===== src/rtl/adder_pkg.sv =====
// Shared definitions for the adder library: FSM state encodings and a
// ceiling-log2 helper used to size counters.
package adder_pkg;

    localparam logic [1:0] ST_IDLE = 2'd0;
    localparam logic [1:0] ST_RUN  = 2'd1;
    localparam logic [1:0] ST_DONE = 2'd2;

    typedef enum logic [1:0] {
        S_IDLE = ST_IDLE,
        S_RUN  = ST_RUN,
        S_DONE = ST_DONE
    } state_t;

    // Ceiling log2; returns 0 for values of 0 or 1.
    function automatic int clog2(input int value);
        int result;
        int v;
        result = 0;
        v = value - 1;
        while (v > 0) begin
            result = result + 1;
            v = v >> 1;
        end
        return result;
    endfunction

endpackage


===== src/rtl/fa_cell.sv =====
// One-bit combinational full adder; shared building block for the adder
// family (serial, ripple, carry-select).
module fa_cell (
    input  logic a,
    input  logic b,
    input  logic cin,
    output logic s,
    output logic cout
);

    assign s    = a ^ b ^ cin;
    assign cout = (a & b) | (a & cin) | (b & cin);

endmodule


===== src/rtl/serial_adder.sv =====
// Bit-serial adder/subtractor: one full-adder cell and a carry flop process
// WIDTH-bit operands LSB first under a start/busy/done handshake.
module serial_adder
    import adder_pkg::*;
#(
    parameter int WIDTH = 8
) (
    input  logic             clk,
    input  logic             rst_n,
    input  logic             start,
    input  logic             sub,
    input  logic             cin,
    input  logic [WIDTH-1:0] a,
    input  logic [WIDTH-1:0] b,
    output logic [WIDTH-1:0] sum,
    output logic             cout,
    output logic             ovf,
    output logic             busy,
    output logic             done
);

    // A one-bit counter is still needed when WIDTH=1.
    localparam int CNT_W = (WIDTH > 1) ? clog2(WIDTH) : 1;
    localparam logic [CNT_W-1:0] CNT_LAST = CNT_W'(WIDTH - 1);

    state_t            state_reg, state_next;
    logic [WIDTH-1:0]  sa_reg, sa_next;
    logic [WIDTH-1:0]  sb_reg, sb_next;
    logic [WIDTH-1:0]  sum_reg, sum_next;
    logic [CNT_W-1:0]  cnt_reg, cnt_next;
    logic              carry_reg, carry_next;
    logic              cout_reg, cout_next;
    logic              ovf_reg, ovf_next;

    logic              fa_s;
    logic              fa_c;
    logic [WIDTH:0]    sum_shift;

    fa_cell u_fa (
        .a    (sa_reg[0]),
        .b    (sb_reg[0]),
        .cin  (carry_reg),
        .s    (fa_s),
        .cout (fa_c)
    );

    // New bit enters at the MSB; after WIDTH shifts the LSB result sits in bit 0.
    assign sum_shift = {fa_s, sum_reg};

    always_comb begin
        state_next = state_reg;
        sa_next    = sa_reg;
        sb_next    = sb_reg;
        sum_next   = sum_reg;
        cnt_next   = cnt_reg;
        carry_next = carry_reg;
        cout_next  = cout_reg;
        ovf_next   = ovf_reg;

        case (state_reg)
            S_IDLE, S_DONE: begin
                if (start) begin
                    state_next = S_RUN;
                    sa_next    = a;
                    sb_next    = sub ? ~b : b;
                    carry_next = sub ? 1'b1 : cin;
                    cnt_next   = '0;
                    sum_next   = '0;
                    cout_next  = 1'b0;
                    ovf_next   = 1'b0;
                end else begin
                    state_next = S_IDLE;
                end
            end
            S_RUN: begin
                sum_next   = sum_shift[WIDTH:1];
                sa_next    = sa_reg >> 1;
                sb_next    = sb_reg >> 1;
                carry_next = fa_c;
                cnt_next   = cnt_reg + CNT_W'(1);
                if (cnt_reg == CNT_LAST) begin
                    // carry_reg here is the carry into the MSB.
                    cout_next  = fa_c;
                    ovf_next   = fa_c ^ carry_reg;
                    state_next = S_DONE;
                end
            end
            default: state_next = S_IDLE;
        endcase
    end

    always_ff @(posedge clk or negedge rst_n) begin
        if (!rst_n) begin
            state_reg <= S_IDLE;
            sa_reg    <= '0;
            sb_reg    <= '0;
            sum_reg   <= '0;
            cnt_reg   <= '0;
            carry_reg <= 1'b0;
            cout_reg  <= 1'b0;
            ovf_reg   <= 1'b0;
        end else begin
            state_reg <= state_next;
            sa_reg    <= sa_next;
            sb_reg    <= sb_next;
            sum_reg   <= sum_next;
            cnt_reg   <= cnt_next;
            carry_reg <= carry_next;
            cout_reg  <= cout_next;
            ovf_reg   <= ovf_next;
        end
    end

    assign sum  = sum_reg;
    assign cout = cout_reg;
    assign ovf  = ovf_reg;
    assign busy = (state_reg == S_RUN);
    assign done = (state_reg == S_DONE);

endmodule

===== config.mk =====
export PLATFORM = sky130hd
export DESIGN_NAME = serial_adder
export DESIGN_NICKNAME = d
export VERILOG_FILES = /design/src/rtl/adder_pkg.sv /design/src/rtl/fa_cell.sv /design/src/rtl/serial_adder.sv
export SDC_FILE = /design/constraint.sdc
export NUM_CORES = 1
export LEC_CHECK = 0
export ABC_CLOCK_PERIOD_IN_PS = 1400
export CORE_UTILIZATION = 46
export CTS_BUF_LIST = sky130_fd_sc_hd__clkbuf_4
export CTS_CLUSTER_DIAMETER = 120
export DETAILED_ROUTE_END_ITERATION = 8
export GPL_ROUTABILITY_DRIVEN = 0
export PLACE_DENSITY = 0.84
export SYNTH_ARGS = -nofsm -noshare
export SYNTH_HDL_FRONTEND = slang
export SYNTH_SLANG_ARGS = --single-unit

===== constraint.sdc =====
create_clock -name clk -period 1.4 [get_ports clk]
set_clock_uncertainty 0.1 [all_clocks]
set_input_delay 0.35 -clock clk [delete_from_list [all_inputs] [get_ports clk]]
set_output_delay 0.35 -clock clk [all_outputs]
set_load 0.1 [all_outputs]

# == Yosys cells after proc, flatten, opt, wreduce, memory -nomap -nowiden ==
# Index checks and enable logic that the tools add are counted.
# word_totals
register_bits,32
inputBits,21
out_inout_bits,12
elab_cells,48
# op_classes
addsub,1
n_eq_ne,5
mux,20
bitwise_logic,9
reduce_logical,5
# ops
cell,count
one-hot mux 8 bit (2 select lines),3
2-to-1 mux 8 bit,4
NOT 8 bit,1
2-to-1 mux 1 bit,6
one-hot mux 1 bit (2 select lines),3
one-hot mux 3 bit (2 select lines),1
one-hot mux 2 bit (2 select lines),1
"adder 3 x 1 -> 3 bit, second input constant",1
AND 1 bit,3
"== test 3 bit, second input constant",1
2-to-1 mux 3 bit,1
AND reduction 3 bit,1
XOR 1 bit,3
"== test 2 x 1 -> 1 bit, second input constant",1
"== test 2 bit, second input constant",1
zero test 2 bit,1
2-to-1 mux 2 bit,1
"inequality test 2 x 1 -> 1 bit, second input constant",1
"inequality test 2 bit, second input constant",1
OR 1 bit,2
AND reduction 2 bit,1
nonzero test 2 bit,1
OR reduction 2 bit,1

# == Longest topological paths before layout ==
# logic_depth
word_depth,6
depth_mapped,5

# == By module ==
# From an unflattened synthesis, not the netlist that was laid out.
# hier_totals
hier_cells,110
area_unflattened_um2,1442.6
# by_module_without_submodules
mod,n_inst,cells_each,area_per_inst_um2
serial_adder,1,109,1422.6
fa_cell,1,1,20.0

# == Least setup slack after synthesis ==
# OpenSTA, ideal clock, no wires.
# synth_timing
path_kind,register to output
from,register state_reg[0]
to,output port done
arrival_ps,1176
required_time_ps,950
slack_ps,-226
stages_incl_launch_ff,2
cell_sequence,dfrtp_1 -> and2b_1
# synth_via
elab_chain_cells,1
# synth_lines
item,line_no,rtl
from (decl),serial_adder.sv:26,"state_t state_reg, state_next;"
from (signal assigned),serial_adder.sv:103,state_reg <= state_next;
== test 2 bit,serial_adder.sv:118,assign done = (state_reg == S_DONE);
to (decl),serial_adder.sv:19,output logic done
# No other way between the ends.

# == Final worst setup path ==
# layout_timing
from,register state_reg[1]
to,output port busy
# layout_via
elab_chain_cells,1
# layout_lines
item,line_no,rtl
== test 2 x 1 -> 1 bit,serial_adder.sv:117,assign busy = (state_reg == S_RUN);
to (decl),serial_adder.sv:18,"output logic busy,"
# No other way between the ends.

==> reports/metrics.csv <==
stage,metric,value,unit
clocking,CTS root buf,clkbuf_4,
critical_path,Critical-path top delay cell,dfrtp_1,
sta,Worst Hold Slack,0.280,ns
finish,Area Growth Syn to Fin,49.0,%
pwr,LEAKAGE,1.04,nW
floorplan,Initial Util,50.6,%
logic_synthesis,Syn Nets,134,
clocking,clk buf depth,2,
route,DRT iter0 DRCs,25,
clocking,Sink Count,32,
clocking,CTS buffer count,5,
critical_path,Worst setup SP type,flop,
logic_synthesis,Post-Synthesis Cells,110,
status,failing checks,"design-rule violations, negative setup slack",
critical_path,Worst Path Arrival,1.17,ns
logic_synthesis,yosys warns,0,
clocking,H-tree depth,2,
logic_synthesis,Post-Synth XOR/XNOR Area,5.46,%
global_routing,GRT Total Usage,19.9,%
critical_path,Crit path largest cell delay,0.40,ns
placement,# port buffers,32,
logic_synthesis,Compound-Gate Fraction of Synth Area,21.4,%
logic_synthesis,Synth Area in Adders,3.12,%
global_routing,pin count of the biggest net entering global routing,33,
pwr,Max rail drop VDD,0.00122,V
route,Vias/cell,5.61,
run,Max Cap Viol,0,
sta,min Tclk post-route,1.62,ns
logic_synthesis,Yosys reg bits,32,
clocking,clk slew on worst S/H paths,0.09,ns
logic_synthesis,Mapped Area,0.00144,sq mm
floorplan,Die X-Extent,58,um
sta,Final Worst Setup Slack,-0.223,ns
route,DR WL/cell,15.5,um
sta,Slew headroom,79.9,%
route,antenna-violating nets left,0,
logic_synthesis,top cell type's share of synthesized area,55.5,%
critical_path,Crit Path Class,reg2out,
finish,"most common cell after layout, fill and taps aside",dfrtp_1,
clocking,clock latency on the worst-skew pair,0.32,ns
status,outcome,"complete, but fails checks",
sta,setup violators final,31,
critical_path,Setup crit end kind,output port,
finish,fin util,75.4,%
logic_synthesis,cell taking the most area after synthesis,dfrtp_1,
min_path,worst min-delay path class,in2async,
logic_synthesis,Synth Area in Simple Gates,7.81,%
critical_path,Crit Path Max Fanout,3,
pwr,Pwr Density,2710,mW/mm^2
route,DRC Markers,2,
critical_path,Crit path required time,0.95,ns
logic_synthesis,largest family of logic cells by synthesized area,compound AO/OA/AOI/OAI gates,
global_routing,first-pass GRT wire length,4860,um
placement,Detailed Place HPWL,2070,um
floorplan,core area,0.00285,sq mm
logic_synthesis,post-synthesis mux area share,1.04,%
floorplan,# IOs,33,
finish,layout cell share with drive strength beyond 1,31.7,%
sta,RSZ-0062 raised after global routing,yes,
sta,actual slew at the worst max-slew pin,0.302,ns
logic_synthesis,post-synth cell types,24,
finish,filler instances,195,
logic_synthesis,syn avg cell area,13.1,sq um
clocking,CTS tree,done,
logic_synthesis,post-synthesis sequential area ratio,55.5,%
route,WL final,3070,um
route,via count,1110,
floorplan,overall die height,58,um
critical_path,crit path cell chain,and2b_4 > buf_12,
finish,Ant. Diodes,0,
logic_synthesis,"top cells by area, synth","dfrtp_1 56%, a22o_1 12%, a221o_1 5.6%",
global_routing,vias in the first global route,1055,
finish,"commonest cells after routing, fill and taps aside","31 x dfrtp_1, 20 x clkdlybuf4s50_1, 20 x buf_4",
route,drt pass-1 iters,6,
floorplan,Die Footprint,0.00336,sq mm
floorplan,Site Rows,19,
global_routing,initial antenna violation count,0,
sta,Pins Over Slew Limit,0,
sta,post-route clock period utilization,116,%
finish,final net count,190,
sta,fmax,0.616,GHz
sta,count of final hold-check violations,0,
global_routing,total grt overflow,0,
Yosys cell counts, drive strengths merged:
master / number
dfrtp: 32
nand2: 1
o21ai: 2
xnor2: 8
a221o: 8
ha: 2
nor2b: 1
xor2: 1
buf: 8
inv: 2
nor2: 10
fa: 1
nand3b: 1
a21o: 7
nand3: 3
mux2: 1
nand2b: 1
and2b: 2
a22o: 19
power breakdown:
part           total [mW]  internal [mW]  switching [mW]  leakage [nW]
sequential           1.66           1.34           0.318         0.406
combinational        3.65           1.68            1.97         0.602
clock               0.513          0.231           0.282        0.0338
total                5.82           3.25            2.57          1.04
worst max-delay path: cells and delay by family (launching register included):
family / cells / cell delay [ns]
buf+inv: 1 / 0.17
flops: 1 / 0.40
simple gates: 1 / 0.28
cell families after synthesis:
family,after synthesis
compound gates,36
xor+xnor,9
fa+ha+maj,3
buf+inv,10
flops,32
mux,1
simple gates,19
cell type report:
type	instances	area, sq um	share of cell area [%]
Tap cell	31	38.8	1.80
Clock inverter	1	3.75	0.175
Multi-Input combinational cell	70	594	27.6
Clock buffer	7	52.6	2.44
Inverter	2	7.51	0.349
Sequential cell	32	802	37.3
Timing Repair Buffer	55	651	30.3
metrics by stage:
step	instance area (sq um)	setup slack, ns	setup TNS (ns)	power (mW)	instances
floorplan	1460	-0.0284	-0.0284	3.92	110
global placement	1950	-0.328	-7.83	4.84	173
detailed placement	1950	-0.394	-9.42	4.97	173
CTS	2090	-0.207	-2.45	5.69	191
global route	2150	-0.263	-4.72	6.09	198
finish	2150	-0.223	-3.16	5.82	198
layer usage:
metal / vias to the layer above / share of wire, % / GRT usage (%)
li1: 520 / - / -
met1: 539 / 41 / 24.4
met2: 42 / 51 / 31.9
met3: 9 / 5.7 / 6.25
met4: 0 / 2.9 / 10.2
met5: - / 0 / 0
path summary, 6_finish.rpt:
check,from,end,depth (start not counted),slack (ns)
max,state_reg[1]$_DFFE_PN0P_,busy,2,-0.22
min,rst_n,sb_reg[0]$_DFFE_PN0P_,2,0.28
max reg2reg,state_reg[1]$_DFFE_PN0P_,sb_reg[0]$_DFFE_PN0P_,4,-0.15
min reg2reg,sa_reg[5]$_DFFE_PN0P_,sa_reg[5]$_DFFE_PN0P_,1,0.39
max in group asynchronous,rst_n,state_reg[0]$_DFFE_PN0P_,2,0.75
min in group clk,sa_reg[5]$_DFFE_PN0P_,sa_reg[5]$_DFFE_PN0P_,1,0.39
what timing repair did:
| action | 4_1_cts | 5_1_grt |
|---|---|---|
| endpoints found under the hold margin | 0 | 0 |
| setup buffers | 9 | 6 |
| cloned | 1 | 1 |
| gates resized for setup | 3 | 1 |
| hold buffers | 0 | 0 |
| endpoints found under the setup margin | 36 | 39 |
| pin swaps | 4 | 1 |
(Power assumes the default switching activity.)
==> patch 1 (config.mk and constraints unchanged) <==
The parameter `WIDTH` goes from 8 to 12.
--- a/src/rtl/serial_adder.sv
+++ b/src/rtl/serial_adder.sv
@@ -3,7 +3,7 @@
 module serial_adder
     import adder_pkg::*;
 #(
-    parameter int WIDTH = 8
+    parameter int WIDTH = 12
 ) (
     input  logic             clk,
     input  logic             rst_n,
Ports: changed (resized a, b and sum); port bits go from 33 to 45. The function was not compared with the original's and may differ.
==> patch 1 against the unedited design <==
- final cell count up 48%
- the flow finishes with violations (negative setup slack)
- largest cell class is now buffers
- power up 45%
- synthesized area up 41%
- worst setup slack worse by 0.11 ns
- sequential power up 40%
- wire length up 73%
- cell area up 50%
- sequential cell count up 13
==> patch 1: results <==
[cells_and_area]
area_share_nonclk_buffers_pct = 35.8
drive_gt1_share_pct = 32.5
area_taken_by_multi_input_logic_gates_um2 = 801
seq_share_pct = 34.9
antennaDiodeCount = 0
finalNetCount = 273
fill_cells = 228
n_all_inverters = 1
layout.comb_gates.multi_input = 98
final-clk-cell-share_pct = 2.44
nClkBuffers = 6
nNonClkBuffers = 91

[sta]
fin_worst_hold_slack_ns = 0.400
worst_slack_ns = -0.336
tns_ns = -10.18
tightest_slew_ns = 0.242
setup_viol = 59

[power]
p_clk_share_pct = 9.5
ir_drop_mv = 1.44
pwr.group.combinational_w = 0.00530
total_internal_power_w = 0.00488
p_leak_nw = 1.53
post-layout-total-power_w = 0.00843

[synthesis]
ys_seq_area_share_pct = 55.5
yosys-top-cells-area = sky130_fd_sc_hd__dfrtp_1 (56%), sky130_fd_sc_hd__a22o_1 (11%), sky130_fd_sc_hd__a221o_1 (5.9%)
mappedNetlistNets = 189
number_of_distinct_library_cells_after_synthesis = 25
post_synth_instance_area_um2 = 2030
synthCells = 158
synth.top_cells.by_count = sky130_fd_sc_hd__dfrtp_1 (45), sky130_fd_sc_hd__a22o_1 (26), sky130_fd_sc_hd__nor2_1 (14), sky130_fd_sc_hd__xnor2_1 (13), sky130_fd_sc_hd__a221o_1 (12)

[status]
failed_checks = negative setup slack
outcome = complete, but fails checks

[grt]
grtUsageTotal_pct = 23.7
grt_start_max_net_pins = 46

[setup_path]
r2r.worst_path.cells = 7
r2r_start = state_reg[0]$_DFFE_PN0P_
cp_slowest_stage_delay_ns = 0.43
worst-r2r-setup-slack_ns = -0.30
destination_of_the_worst_register_to_register_timing_path = sb_reg[10]$_DFFE_PN0P_

[clocking]
clk_transition_reported_paths_ns = 0.13
clk_latency_ns = 0.37
clock_sinks = 45

[routing]
first_pass_iters = 4
vias = 1655
routed_wirelength_um = 5320
initialDrtViolationCount = 87
routedWlPerCell_um = 18.1

[placed_design]
dp.cells = 254
dp_slack_ns = -0.422
placement.io_buffers = 44
place.detailed.hpwl_um = 2950
post_dp_cell_area_um2 = 2760
-- patch 1: cell types whose count changed after synthesis, moves of 5 or more --
| cell | unedited run | this run |
|---|---|---|
| sky130_fd_sc_hd__a22o_1 | 19 | 26 |
| sky130_fd_sc_hd__dfrtp_1 | 32 | 45 |
| sky130_fd_sc_hd__nor2_1 | 9 | 14 |
| sky130_fd_sc_hd__xnor2_1 | 8 | 13 |
-- patch 1: kinds of logic after synthesis --
family,synth area share [%]
buf+inv,6.11
compound gates,21.5
mux,1.48
simple gates,7.77
fa+ha+maj,1.60
xor+xnor,6.05
flops,55.5
-- patch 1: worst min-delay path, delay by kind of cell --
family	cells	cell delay (ns)
buffers and inverters	3	0.89
-- patch 1: repair_timing --
action,CTS,global route
hold endpoints to repair,45,0
buffers inserted,22,5
gates cloned,2,4
pin swaps,9,4
hold buffers,1,0
endpoints found under the setup margin,42,59
gates resized for setup,14,13
-- patch 1: routing by layer --
metal / part of all wire [%] / track usage [%]
met3: 4.8 / 4.67
met2: 53 / 42.5
met5: 0 / 0
met1: 40 / 26.9
met4: 2.3 / 10.7
-- patch 1: worst min-delay path by stage --
| stage | start | cells past startpoint | to |
|---|---|---|---|
| 6_report | rst_n | 3 | sum[5]$_DFFE_PN0P_ |
| 4_1_cts | rst_n | 3 | sum[5]$_DFFE_PN0P_ |
| 3_5_place_dp | rst_n | 2 | sum[0]$_DFFE_PN0P_ |
| 2_1_floorplan | rst_n | 0 | carry_reg$_DFFE_PN0P_ |
| 3_3_place_gp | rst_n | 2 | sum[4]$_DFFE_PN0P_ |
| 5_1_grt | rst_n | 3 | sum[5]$_DFFE_PN0P_ |
==> patch 2 (same flow settings) <==
Without the edit above. Make the reset (`rst_n`) synchronous in one clocked block.
--- a/src/rtl/serial_adder.sv
+++ b/src/rtl/serial_adder.sv
@@ -89,7 +89,7 @@
         endcase
     end
 
-    always_ff @(posedge clk or negedge rst_n) begin
+    always_ff @(posedge clk) begin
         if (!rst_n) begin
             state_reg <= S_IDLE;
             sa_reg    <= '0;
Behaviour: differs if rst_n is asserted again (counterexample within 4 cycles, from zero or initial values and one cycle with rst_n low); with rst_n held inactive, the same outputs for 10 cycles.
==> patch 2 against the unedited design <==
- the run still ends with design-rule violations, negative setup slack left
- global-route usage grew 1.4 points
- worst hold slack gained 0.096 ns
- die area shrank 2.9%
- sequential cell count is the same
- synthesized area shrank 3.0%
- worst setup slack gained 0.054 ns
- final cell count grew 18%
- cell area shrank 2.9%
- fmax grew 3.5%
- synthesized cell count grew 46%
- non-clock buffer count shrank 7
- wire length grew 8.0%
Power is not compared: it rests on default switching activity, and its combinational part moved more than twofold at a synthesized area within 25%.
==> patch 2: results <==
[status]
outcome = complete, but fails checks
failed_checks = design-rule violations, negative setup slack

[sta]
tns_ns = -0.320
fin_worst_hold_slack_ns = 0.376
setup_viol = 2
worst_slack_ns = -0.169

[setup_path]
critical-path-slowest-cell = sky130_fd_sc_hd__dfxtp_2
cp_slowest_stage_delay_ns = 0.34
r2r_start = state_reg[0]$_SDFFE_PN0P_

[synthesis]
synth_mux_area_share_pct = 0.716
yosys.area_share.xor_xnor_pct = 5.64
synth.top_cells.by_count = sky130_fd_sc_hd__dfxtp_1 (32), sky130_fd_sc_hd__nand3_1 (31), sky130_fd_sc_hd__a21oi_1 (29), sky130_fd_sc_hd__nand2_1 (14), sky130_fd_sc_hd__a22oi_1 (13)
ys_seq_area_share_pct = 45.8
synth_area_in_adders_pct = 3.22
synthesized_area_fraction_occupied_by_ao_oa_aoi_and_oai_cells_pct = 18.7
synth_async_sr_flop_share_pct = 0

[cells_and_area]
layout.comb_gates.multi_input = 113
finalNetCount = 226
seq_share_pct = 31.8
nNonClkBuffers = 48
fill_cells = 205
nClkBuffers = 5
area_share_nonclk_buffers_pct = 28.8

[placed_design]
post_dp_cell_area_um2 = 1910
dp_slack_ns = -0.291

[routing]
vias = 1311
initialDrtViolationCount = 34
detail_route.wirelength.met1_um = 1270
route.detailed.drc = 4
routedWlPerCell_um = 14.2
route.met2.wl_um = 1780

[clocking]
clk_transition_reported_paths_ns = 0.11

[grt]
grt_start_max_net_pins = 32
globalRouteMet1Util_pct = 21.7
patch 2: cell count changes in the layout (fill, tap and decap cells not counted), sizes merged, moves of 7 or more:
cell,before,now
nand3,3,31
a22oi,0,13
xor2,1,8
nand2,1,14
nor2,12,2
dfrtp,32,0
a22o,19,0
a21oi,0,29
xnor2,8,1
a221o,8,0
dfxtp,0,32
a21o,7,0
buf,35,27
patch 2: what timing repair did:
item | 4_1_cts | 5_1_grt
pin swaps | 0 | 1
buffers inserted | 4 | 0
gates resized for setup | 5 | 15
gates cloned | 0 | 1
endpoints found under the setup margin | 2 | 31
patch 2: power by group through the flow:
stage | Combinational, W | Clock [W] | Sequential (W)
floorplan | 0.000208 | 0 | 0.00102
global placement | 0.000347 | 0 | 0.00100
detailed placement | 0.000357 | 0 | 0.00101
CTS | 0.000371 | 0.000727 | 0.000989
global route | 0.000422 | 0.000777 | 0.000991
finish | 0.000394 | 0.000716 | 0.000986
